===== config.mk =====
export PLATFORM = sky130hd
export DESIGN_NAME = fetch_stage
export DESIGN_NICKNAME = d
export VERILOG_FILES = /design/src/rtl/fetch_stage_pkg.sv /design/src/rtl/fetch_npc.sv /design/src/rtl/fetch_stage.sv
export SDC_FILE = /design/constraint.sdc
export NUM_CORES = 1
export LEC_CHECK = 0
export CORE_MARGIN = 2
export CORE_UTILIZATION = 25
export DETAILED_ROUTE_END_ITERATION = 8
export PLACE_DENSITY_LB_ADDON = 0.05
export SYNTH_ARGS = -nofsm -noshare
export SYNTH_HDL_FRONTEND = slang
export SYNTH_SLANG_ARGS = --single-unit

===== constraint.sdc =====
create_clock -name clk -period 6.2 [get_ports clk]
set_input_delay 1.24 -clock clk [delete_from_list [all_inputs] [get_ports clk]]
set_output_delay 1.24 -clock clk [all_outputs]
set_load 0.01 [all_outputs]

===== src/rtl/fetch_stage_pkg.sv =====
// Shared definitions for the instruction-fetch stage.
//   - default reset PC, legal fetch window and bubble instruction
//   - fetch FSM state encoding
//   - pc_in_window(): range check used by the next-PC logic
package fetch_stage_pkg;

    localparam logic [31:0] RESET_PC_DEF  = 32'h0000_3000;
    localparam logic [31:0] IMEM_BASE_DEF = 32'h0000_3000;
    localparam logic [31:0] IMEM_SIZE_DEF = 32'h0000_4000;
    localparam logic [31:0] NOP_INSTR_DEF = 32'h0000_0000;  // sll $0,$0,0

    localparam logic [31:0] PC_STEP  = 32'd4;
    localparam logic [31:0] LINK_OFS = 32'd8;

    typedef enum logic [1:0] {
        ST_REQ  = 2'd0,
        ST_HOLD = 2'd1,
        ST_ERR  = 2'd2
    } fetch_state_t;

    // Window limit is computed in 33 bits so base+size cannot wrap.
    function automatic logic pc_in_window(input logic [31:0] pc,
                                          input logic [31:0] base,
                                          input logic [31:0] size);
        logic [32:0] lim;
        lim = {1'b0, base} + {1'b0, size};
        return ({1'b0, pc} >= {1'b0, base}) && ({1'b0, pc} < lim);
    endfunction

endpackage


===== src/rtl/fetch_npc.sv =====
// Next-PC selection and address check for the fetch stage.
// Ports:
//   pc_q      in   current fetch PC
//   br_taken  in   redirect this cycle
//   br_target in   redirect target
//   pend_v    in   a redirect is pending from an earlier cycle
//   pend_pc   in   pending redirect target
//   npc       out  PC to load on the next advance
//   npc_bad   out  npc is misaligned or outside the instruction window
module fetch_npc
    import fetch_stage_pkg::*;
#(
    parameter logic [31:0] IMEM_BASE = IMEM_BASE_DEF,
    parameter logic [31:0] IMEM_SIZE = IMEM_SIZE_DEF
) (
    input  logic [31:0] pc_q,
    input  logic        br_taken,
    input  logic [31:0] br_target,
    input  logic        pend_v,
    input  logic [31:0] pend_pc,
    output logic [31:0] npc,
    output logic        npc_bad
);

    // A same-cycle redirect wins over an older pending one.
    always_comb begin
        if (br_taken)
            npc = br_target;
        else if (pend_v)
            npc = pend_pc;
        else
            npc = pc_q + PC_STEP;  // wraps mod 2^32; the window check then faults it
    end

    assign npc_bad = (npc[1:0] != 2'b00) || !pc_in_window(npc, IMEM_BASE, IMEM_SIZE);

endmodule


===== src/rtl/fetch_stage.sv =====
// Instruction-fetch stage: owns the PC, fetches over a req/ack handshake and
// holds instr_F/PC_F/PC8_F until the D register accepts them (D_en).
// Redirects from D follow delay-slot semantics: the presented or in-flight
// instruction is never killed; a redirect that arrives while nothing is being
// consumed is remembered and applied on the next advance.
//
//   state | meaning
//   ------+----------------------------------------------------
//   REQ   | request at pc_q outstanding, ack passes straight through
//   HOLD  | fetched word buffered, waiting for D_en
//   ERR   | pc_q is misaligned/out of window, presenting a NOP with F_adel
//
// Ports:
//   clk, reset                clock, async active-low reset
//   D_en                      D register loads this cycle
//   br_taken, br_target       redirect from D
//   imem_req, imem_addr       fetch request / word address
//   imem_ack, imem_rdata      fetch response
//   F_valid, F_adel           presented instruction valid / address error
//   instr_F, PC_F, PC8_F      instruction, its PC, PC+8 link address
module fetch_stage
    import fetch_stage_pkg::*;
#(
    parameter logic [31:0] RESET_PC  = RESET_PC_DEF,
    parameter logic [31:0] IMEM_BASE = IMEM_BASE_DEF,
    parameter logic [31:0] IMEM_SIZE = IMEM_SIZE_DEF,
    parameter logic [31:0] NOP_INSTR = NOP_INSTR_DEF
) (
    input  logic        clk,
    input  logic        reset,
    input  logic        D_en,
    input  logic        br_taken,
    input  logic [31:0] br_target,
    output logic        imem_req,
    output logic [31:0] imem_addr,
    input  logic        imem_ack,
    input  logic [31:0] imem_rdata,
    output logic        F_valid,
    output logic        F_adel,
    output logic [31:0] instr_F,
    output logic [31:0] PC_F,
    output logic [31:0] PC8_F
);

    fetch_state_t state_q, state_d;
    logic [31:0]  pc_q;
    logic [31:0]  instr_buf;
    logic         pend_v;
    logic [31:0]  pend_pc;
    logic [31:0]  npc;
    logic         npc_bad;
    logic         advance;

    fetch_npc #(
        .IMEM_BASE (IMEM_BASE),
        .IMEM_SIZE (IMEM_SIZE)
    ) u_npc (
        .pc_q      (pc_q),
        .br_taken  (br_taken),
        .br_target (br_target),
        .pend_v    (pend_v),
        .pend_pc   (pend_pc),
        .npc       (npc),
        .npc_bad   (npc_bad)
    );

    always_ff @(posedge clk or negedge reset) begin
        if (!reset)
            state_q <= ST_REQ;
        else
            state_q <= state_d;
    end

    // advance = the presented instruction is consumed by D this cycle.
    always_comb begin
        state_d = state_q;
        advance = 1'b0;
        case (state_q)
            ST_REQ: begin
                if (imem_ack) begin
                    if (D_en)
                        advance = 1'b1;
                    else
                        state_d = ST_HOLD;
                end
            end
            ST_HOLD, ST_ERR: begin
                if (D_en)
                    advance = 1'b1;
            end
            default: state_d = ST_REQ;
        endcase
        if (advance)
            state_d = npc_bad ? ST_ERR : ST_REQ;
    end

    always_comb begin
        imem_req = 1'b0;
        F_valid  = 1'b0;
        F_adel   = 1'b0;
        instr_F  = NOP_INSTR;
        case (state_q)
            ST_REQ: begin
                imem_req = 1'b1;
                F_valid  = imem_ack;
                instr_F  = imem_ack ? imem_rdata : NOP_INSTR;
            end
            ST_HOLD: begin
                F_valid = 1'b1;
                instr_F = instr_buf;
            end
            ST_ERR: begin
                F_valid = 1'b1;
                F_adel  = 1'b1;
            end
            default: ;
        endcase
    end

    always_ff @(posedge clk or negedge reset) begin
        if (!reset) begin
            pc_q      <= RESET_PC;
            instr_buf <= NOP_INSTR;
            pend_v    <= 1'b0;
            pend_pc   <= 32'h0;
        end else begin
            if (advance) begin
                pc_q   <= npc;
                pend_v <= 1'b0;
            end else if (br_taken) begin
                pend_pc <= br_target;
                pend_v  <= 1'b1;
            end
            if (state_q == ST_REQ && imem_ack && !D_en)
                instr_buf <= imem_rdata;
        end
    end

    assign imem_addr = pc_q;
    assign PC_F      = pc_q;
    assign PC8_F     = pc_q + LINK_OFS;

endmodule

# [Word level (Yosys, flattened, before mapping)]
# Index checks and enable logic that the tools add are counted.
[op_classes] addsub=2 order_cmp=2 eq_ne=5 muxes=17 bitwise=1 n_reduce_logical=12
[op_table] cell="$mux 32" count=3
[op_table] cell="$pmux 32 s2" count=1
[op_table] cell="$add 32x3->32 const B" count=1
[op_table] cell="$add 32x4->32 const B" count=1
[op_table] cell="$ge 32x14->1 const B" count=1
[op_table] cell="$lt 32x15->1 const B" count=1
[op_table] cell="$mux 2" count=4
[op_table] cell="$mux 1" count=6
[op_table] cell="$ne 3x3->1 const B" count=2
[op_table] cell="$pmux 1 s2" count=2
[op_table] cell="$pmux 2 s2" count=1
[op_table] cell="$reduce_bool 2->1" count=2
[op_table] cell="$logic_and 1x1->1" count=3
[op_table] cell="$reduce_and 3->1" count=1
[op_table] cell="$eq 2x1->1 const B" count=1
[op_table] cell="$eq 2x2->1 const B" count=1
[op_table] cell="$logic_not 1->1" count=2
[op_table] cell="$logic_not 2->1" count=1
[op_table] cell="$ne 2x1->1 const B" count=1
[op_table] cell="$reduce_and 2->1" count=1
[op_table] cell="$reduce_or 2->1" count=1
[op_table] cell="$logic_or 1x1->1" count=1
[op_table] cell="$not 1->1" count=1
[word_totals] ff_bits=99 input_bits=69 out_inout_bits=131 elab_cells=44

# [Longest topological paths before layout]
[logic_depth] depth_word=9 depth_mapped=12 mapped_depth_nobuf=10

# [Hierarchy]
# From an unflattened synthesis, not the netlist that was laid out.
[unflattened] cells_unflattened=598 hier_area_um2=6238.5
[modules_own_cells] mod="fetch_stage" n_inst=1 cells_each=378 area_per_inst_um2=4867.2
[modules_own_cells] mod="fetch_npc" n_inst=1 cells_each=220 area_per_inst_um2=1371.3

# [Worst setup path after synthesis]
# No wires, ideal clock.
[synth_path] kind="input port to output port" start="in imem_ack" end="out instr_F[0]" arrival_time_ns=1.942 required_time_ns=4.960 slack_ns=3.018 stages=4 path_buffers=2 path_cell_list="and2_1 > buf_4 > clkbuf_1 > a22o_1"
[synth_via] elab_chain_len=2
[synth_lines] element="start: declaration" line="fetch_stage.sv:36" source="input logic imem_ack,"
[synth_lines] element="$mux 32" line="fetch_stage.sv:106" source="instr_F = imem_ack ? imem_rdata : NOP_INSTR;"
[synth_lines] element="$pmux 32 s2" line="fetch_stage.sv:102" source="case (state_q)"
[synth_lines] element="end: declaration" line="fetch_stage.sv:40" source="output logic [31:0] instr_F,"
# No other way between the ends.

# [Final worst setup path]
[layout_path] start="reg pc_q[6], in the netlist PC_F[6]" end="out PC8_F[28]"
[layout_via] elab_chain_len=1
[layout_lines] element="start: declaration" line="fetch_stage.sv:46" source="logic [31:0] pc_q;"
[layout_lines] element="start signal: assignment" line="fetch_stage.sv:128" source="pc_q <= npc;"
[layout_lines] element="$add 32x4->32" line="fetch_stage.sv:141" source="assign PC8_F = pc_q + LINK_OFS;"
[layout_lines] element="end: declaration" line="fetch_stage.sv:42" source="output logic [31:0] PC8_F"
# No other way between the ends.

==> results.md <==
* Status: complete, no violations
* R2R setup slack at 2960 ps
* Core area at 24500 um^2
* CTS clk-pin slew, worst paths at 80 ps
* Setup tns final at 0 ps
* Drt via density at 4.71
* Startpoint Class: flop
* Cell internal pwr at 0.00256 W
* Pleak at 3.30 nW
* Vias in the first global route at 5407
* Fmax at 226 MHz
* Mapped Cells at 637
* Cell area after synthesis at 6270 um^2
* Final setup viols at 0
* Final nets at 843
* Ratio of total power to cell area at 496 nW/um^2
* Die Wd at 162 um
* Hold_buf cts at 0
* Antenna violations before repair at 1
* Top FF cell, synth: dfrtp_1
* Crit path time final at 4420 ps
* Combinational power share at 51.3%
* Diode count at 0
* WHS Path Cells at 1
* CTS tree: yes
* Net count after synthesis at 712
* Synth top area share at 38.7%
* Most frequent cell after synthesis: dfrtp_1
* Hold_sp: pend_pc[13]
* Psw at 0.00165 W
* H-tree depth at 3
* Unrepaired setup endpoints after global routing: false
* Row cnt at 57
* Antenna-violating nets left at 0
* Register Area at 2480 um^2
* First-pass GRT wire length at 31.3 mm
* Critical path class: reg -> out
* Worst EP required at 4960 ps
* R2R depth at 9
* Fin util at 34.7%
* Flop pwr share at 32.6%
* Final period util at 71.3%
* Clk pwr share at 16.1%
* GRT overflow at 0
* RR Startpoint: PC_F[4]
* TritonCTS buffer count at 9
* Routed Wire Length at 19.9 mm
* Max Fanout on Critical Path at 12
* Iter 0 DRT Violations at 181
* Die area at 26400 um^2
* DRC at 0
* Final setup margin at 1780 ps
* Distinct cells, synth at 60
* Synth top area cells: dfrtp_1 39%, mux2_2 12%, a22o_1 4.7%, buf_4 4.4%, xor2_1 3.9%
* Clock Sinks at 99
* Crit Reg-Reg Endpoint: state_q[1]
* Count of flip-flops with a built-in enable after synthesis at 0
* Initial DRT Pass Iterations at 4
* Slew headroom at 22.2%
* GPL Wtd Cong at 0.784
* Root Buffer Master: clkbuf_16
* Ratio of cells with drive above 1 in the final layout at 14.1%
* Final Hold Fails at 0
* MaxCap Viol Count at 0
* Bufs on Longest Clock Path at 2
* Layout area overhead at 35.2%
* # IOs at 200
* Max IR drop VDD at 0.184 mV
* Clock skew at 7.98 ps
* Critical path capture point type: primary output
* Slew @ Worst Pin at 1170 ps
* Synthesized flop and latch total at 99
* Switching share of power at 39.2%
* Post-synth top cells: 97 x dfrtp_1, 66 x mux2_2, 59 x nand2_1, 48 x nor2_1, 37 x buf_4
* Multi-input logic area at 3180 um^2
* Initial Util at 25.6%
* YS warnings at 0
* Hold path endpoint: pend_pc[13]
* Dpl hpwl at 14.4 mm
* Synth async-reset ratio at 100%
* Slew Limit Fails at 0
* Fill count at 2485
* Wire per inst at 18.1 um
* Chip height at 162 um
* Resized cells post-CTS at 0
* GRT Util Overall at 15.3%
* Worst skew pair latency at 350 ps
* Largest net degree at the start of global routing at 53
* Critical path arrival at 3180 ps
* Area leader, netlist: dfrtp_1
* Syn Area/Cell at 9.84 um^2
* Worst slack, placed at 1800 ps
* Setup Fix Bufs, Post-CTS at 0
* Post-synthesis sequential area ratio at 39.5%
* Port-buffer cells at 199
* HP Class: reg -> reg
* DR vias at 5168
==> routing by layer <==
metal	GRT usage, %	wire (um)	vias to the layer above	part of all wire, %
li1	-	-	2497	-
met1	20.5	9200	2498	46
met2	25.3	9240	160	46
met3	3.64	1300	13	6.5
met4	3.02	151	0	0.76
met5	0	0	-	0
==> placed cells by master (no fill, tap or decap), drive strengths merged, types with 5 or more instances in the layout <==
cell type        n
a211oi           7
a21oi           25
a22o            34
and3             5
and4             9
buf             10
clkbuf           9
clkdlybuf4s50  197
dfrtp           97
ha               6
inv              7
mux2            67
nand2           61
nand3           15
nand4           15
nor2            48
nor3            12
nor4             9
o21ai           36
xnor2           23
xor2            28
==> sequential cells by signal, indices dropped and copies added (netlist names) <==
| register | cells |
|---|---|
| PC_F | 32 |
| instr_buf | 32 |
| pend_pc | 32 |
| pend_v | 1 |
| state_q | 2 |
==> worst max-delay path, stage by stage, from the launching register on <==
cell,delay [ps]
dfrtp_1,610
and3_1,230
nand3_1,290
nor4_1,780
nand3_1,180
xnor2_1,180
clkdlybuf4s50_1,560
==> through the flow <==
| stage | cells | instance area, um^2 | power, W | hold WS, ps |
|---|---|---|---|---|
| 6_report | 1097 | 8480 | 0.00421 | 508 |
| 5_1_grt | 1097 | 8480 | 0.00451 | 516 |
| 4_1_cts | 1097 | 8480 | 0.00427 | 510 |
| 3_5_place_dp | 1081 | 8130 | 0.00357 | 494 |
| 3_3_place_gp | 1081 | 8130 | 0.00356 | 487 |
| 2_1_floorplan | 637 | 6270 | 0.00264 | 479 |
==> cells by family after synthesis <==
logic type / Yosys count / synth area share (%)
simple gates: 190 / 15.5
compound gates: 128 / 14.2
flops: 99 / 39.5
buf+inv: 92 / 9.76
mux: 71 / 12.7
xor+xnor: 51 / 7.12
fa+ha+maj: 6 / 1.20
==> power by group through the flow <==
| stage | clock network (W) | logic [W] | registers (W) |
|---|---|---|---|
| final | 0.000675 | 0.00216 | 0.00137 |
| after global routing | 0.000724 | 0.00235 | 0.00144 |
| after CTS | 0.000697 | 0.00219 | 0.00138 |
| after detailed placement | 0 | 0.00218 | 0.00139 |
| after global placement | 0 | 0.00217 | 0.00138 |
| after floorplan | 0 | 0.00142 | 0.00121 |
==> area by class of cell <==
cell class	count	area share (%)
repair buffers	207	24.1
well taps	324	4.78
clock inverters	7	1.46
multi-input cells	446	37.5
flip-flops and latches	99	29.3
clock buffers	9	2.66
inverters	5	0.221
==> how the worst max path moves through the flow <==
stage / start / to / cells past startpoint
after floorplan: imem_ack / instr_F[0] / 4
after global placement: imem_ack / F_valid / 6
after detailed placement: imem_ack / F_valid / 6
after CTS: PC_F[6] / PC8_F[28] / 6
after global routing: PC_F[6] / PC8_F[28] / 6
final: PC_F[6] / PC8_F[28] / 6
No activity file was read; power rests on OpenSTA's default activity.
